==> src/rtl/alu.sv <==
// alu: 8-bit registered ALU, 16 ops, one-cycle latency.
// Define ALU_DIV_EN to build the op-3 divider; otherwise op 3 yields 8'h00.
module alu (
   input  logic       clk,
   input  logic       rst,
   input  logic [7:0] A,
   input  logic [7:0] B,
   input  logic [3:0] ALU_Sel,
   output logic [7:0] ALU_Out,
   output logic       CarryOut
);
   logic [7:0]  out_q, out_d, quo;
   logic        carry_q, carry_d;
   logic [8:0]  sum;
   logic [15:0] prod;
   assign sum  = {1'b0, A} + {1'b0, B};
   assign prod = {8'b0, A} * {8'b0, B};
`ifdef ALU_DIV_EN
   assign quo = (B == 8'h00) ? 8'hFF : A / B;
`else
   assign quo = 8'h00;
`endif
   always_comb begin
      out_d   = 8'h00;
      carry_d = sum[8];
      case (ALU_Sel)
         4'd0:  out_d = sum[7:0];
         4'd1:  out_d = A - B;
         4'd2:  out_d = prod[7:0];
         4'd3:  out_d = quo;
         4'd4:  out_d = {A[6:0], 1'b0};
         4'd5:  out_d = {1'b0, A[7:1]};
         4'd6:  out_d = {A[6:0], A[7]};
         4'd7:  out_d = {A[0], A[7:1]};
         4'd8:  out_d = A & B;
         4'd9:  out_d = A | B;
         4'd10: out_d = A ^ B;
         4'd11: out_d = ~(A | B);
         4'd12: out_d = ~(A & B);
         4'd13: out_d = ~(A ^ B);
         4'd14: out_d = {7'b0, A > B};
         default: out_d = {7'b0, A == B};
      endcase
   end
   always_ff @(posedge clk) begin
      if (rst) begin
         out_q   <= 8'h00;
         carry_q <= 1'b0;
      end else begin
         out_q   <= out_d;
         carry_q <= carry_d;
      end
   end
   assign ALU_Out  = out_q;
   assign CarryOut = carry_q;
endmodule

==> config.mk <==
export PLATFORM = sky130hd
export DESIGN_NAME = alu
export DESIGN_NICKNAME = d
export VERILOG_FILES = /design/src/rtl/alu.sv
export SDC_FILE = /design/constraint.sdc
export NUM_CORES = 1
export LEC_CHECK = 0
export CORE_ASPECT_RATIO = 0.5
export CORE_MARGIN = 1
export CORE_UTILIZATION = 50
export DETAILED_ROUTE_END_ITERATION = 8
export HOLD_SLACK_MARGIN = 0.06
export PLACE_DENSITY = 0.83
export SKIP_LAST_GASP = 1
export SLEW_MARGIN = 10
export SYNTH_ARGS = -nofsm -noshare
export SYNTH_HDL_FRONTEND = slang
export SYNTH_SLANG_ARGS = --single-unit
==> constraint.sdc <==
create_clock -name clk -period 5.37 [get_ports clk]
set_input_delay 1.611 -clock clk [delete_from_list [all_inputs] [get_ports clk]]
set_output_delay 1.611 -clock clk [all_outputs]
set_load 0.1 [all_outputs]
==> impl_metrics.tcl <==
set metrics [dict create \
    peakVddDrop_mv 0.144 \
    n_antenna_cell 0 \
    worstMarginPinSlew_ns 0.963 \
    worstPathRequired_ns 5.53 \
    slew-limit-headroom 0.356 \
    grt_max_degree 24 \
    fin_crit_ns 5.21 \
    post-cts-setup-buffers 0 \
    dr.pass1.iters 7 \
    ys_ff_latch 9 \
    start_kind "input port" \
    nets 497 \
    critPathMaxFanout 4 \
    status "complete, no violations" \
    area_growth_pct 26.6 \
    final_cell_area_um2 3380 \
    finalSetupViolCount 0 \
    synthFlopType "dfxtp_1" \
    root_buffer "clkbuf_8" \
    start_util 0.532 \
    numCtsBuffers 3 \
    rsz0062_at_grt "false" \
    synthTopCellsByCount "51 x inv_1, 40 x ha_1, 36 x nor2_1" \
    power_mw 0.631 \
    seq_area_frac_synth 0.0674 \
    hold_class "in -> reg" \
    clk_pin_slew_ns 0.04 \
    drive_gt1_frac 0.145 \
    wl_per_cell_um 17.6 \
    ios 31 \
    syn_avg_cell_area_um2 7.36 \
    clock.fmax_ghz 0.192 \
    multi_input_area_um2 2240 \
    synth_top_area_cell "ha_1" \
    place_area_um2 3290 \
    hold_buffers 0 \
    clkSinkCount 9 \
    num-fill-cells 434 \
    die-area_um2 5660 \
    yosysTopAreaCellShare 0.187 \
    cp.arrival_ns 5.37 \
    grt_pass1_wl_mm 13.7 \
    synth-edff-count 0 \
    yosysMostFrequentCell "inv_1" \
    synthCells 363 \
    rows 18 \
    maxSlewViolCount 0 \
    gp_congestion 0.968 \
    power.leakage_nw 1.66 \
    antenna_found_initial 0 \
    die_y_um 53.7 \
    hold_viol 0 \
    path_class "in -> reg" \
    grt_use_total 0.320 \
    fin_crit_sh 0.969 \
    core_area_um2 5020 \
    fp.dieW_um 105 \
    synth-async-reset-ratio 0 \
    cts_tree "built" \
    startpoint "A[2]" \
    clk_path_buf_depth 2 \
    setup_tns_ns 0 \
    syn_area_um2 2670 \
    dp.final_hpwl_mm 7.00 \
    drt-initial-drc-count 375 \
    yosysWarnings 0 \
    grt_overflow_total 0 \
    antenna_left 0 \
    wl_mm 8.64 \
    end_kind "flip-flop" \
    drc_errors 0 \
    timing.hold.ws_ns 2.10 \
    port_buffers 30 \
    avgViaCountPerCell 6.09 \
    drv_cap 0 \
    yosysUniqueCellTypes 47 \
    ys_top_cells_by_area "ha_1 19%, fa_1 10%, inv_1 7.2%, dfxtp_1 6.7%, xnor2_1 5.6%" \
    regArea_um2 180 \
    synthesis.nets 439 \
    htreeDepth 1 \
    min_from "rst" \
    first_global_vias 2670 \
    vias 2984 \
    power_density_nw_per_um2 187 \
]
[state kept, by name, indices dropped and copies added, names as in the netlist]
signal	flops
ALU_Out	8
CarryOut	1
[cell families (layout without fill, tap and decap cells)]
family	after synthesis	count (layout)	synth area share
muxes	5	5	0.0192
DFF	9	9	0.0674
adders and majority gates	54	54	0.292
AOI/OAI and AO/OA	97	97	0.246
and+or+nand+nor	102	102	0.172
buffers and inverters	71	128	0.108
xor gates and xnor gates	25	25	0.0951
[layer usage]
layer | global-route usage | share of wire | vias to the layer above
met4 | 0.0986 | 0.025 | 0
met2 | 0.513 | 0.42 | 179
li1 | - | - | 1361
met5 | 0 | 0 | -
met3 | 0.0508 | 0.11 | 26
met1 | 0.447 | 0.44 | 1418
[where the power goes]
group,switching (mW),total (mW),leakage (nW),internal [mW]
Combinational,0.276,0.477,1.56,0.201
Sequential,0.00164,0.0754,0.0744,0.0738
Clock,0.0269,0.0786,0.0228,0.0517
Total,0.304,0.631,1.66,0.326
[critical path, stage by stage]
cell and delay (ns):
dlygate4sd2_1 0.27, ha_1 0.19, inv_1 0.07, fa_1 0.42
inv_1 0.09, fa_1 0.39, ha_1 0.29, inv_1 0.06
fa_1 0.54, inv_1 0.05, ha_1 0.30, a21o_1 0.17
a21oi_2 0.16, xnor3_1 0.25, xnor3_1 0.28, nand2_1 0.08
a31oi_1 0.17
[repair_timing]
| item | 4_1_cts | 5_1_grt |
|---|---|---|
| pin swaps | 1 | 4 |
| setup endpoints to repair | 2 | 2 |
| resized for setup | 5 | 13 |
[cell type report]
| type | count | share of cell area |
|---|---|---|
| sequential | 9 | 0.0533 |
| timing repair buffer | 73 | 0.189 |
| tap | 70 | 0.0259 |
| clock buffer | 4 | 0.0133 |
| inverter | 51 | 0.0566 |
| multi-input combinational | 283 | 0.662 |
[stage by stage]
stage / setup WS, ns / util / instances
6_report: 0.165 / 0.673 / 490
5_1_grt: 0.00865 / 0.673 / 490
4_1_cts: 0.0121 / 0.665 / 490
3_5_place_dp: -0.483 / 0.654 / 486
3_3_place_gp: -0.407 / 0.654 / 486
2_1_floorplan: 0.287 / - / 363
[final timing paths]
check / to / cells past startpoint
worst max-delay path: ALU_Out[7]$_SDFF_PP0_ / 17
worst min-delay path: ALU_Out[0]$_SDFF_PP0_ / 2
[cell usage in the layout, fill, tap and decap left out, types with 2 or more instances in the layout]
master	netlist	routed
a31oi_1	6	6
or3_1	2	2
a221oi_1	3	3
nand2b_1	8	8
nor2b_1	6	6
o211ai_1	2	2
nand2_1	30	29
buf_4	1	42
fa_2	0	2
clkbuf_8	0	3
dfxtp_1	9	9
xnor2_1	17	17
a21o_1	6	6
nand2_2	1	2
a211o_1	3	3
nor2_1	36	35
a21oi_1	19	18
mux2i_1	4	4
o32a_1	2	2
a22oi_1	10	10
dlymetal6s2s_1	0	6
nor4_1	2	2
o31ai_1	2	2
o21ai_0	19	19
ha_1	40	38
nand3_1	6	6
a22o_1	2	2
o22ai_1	9	9
nand4_1	3	3
a222oi_1	2	2
fa_1	14	12
dlygate4sd2_1	0	2
clkdlybuf4s50_1	0	22
a2111oi_2	2	2
nor3_1	5	5
inv_1	51	50
o21bai_1	3	3
xnor3_1	2	2
xor2_1	5	5
Note: power is estimated with default switching activity, not from simulation.
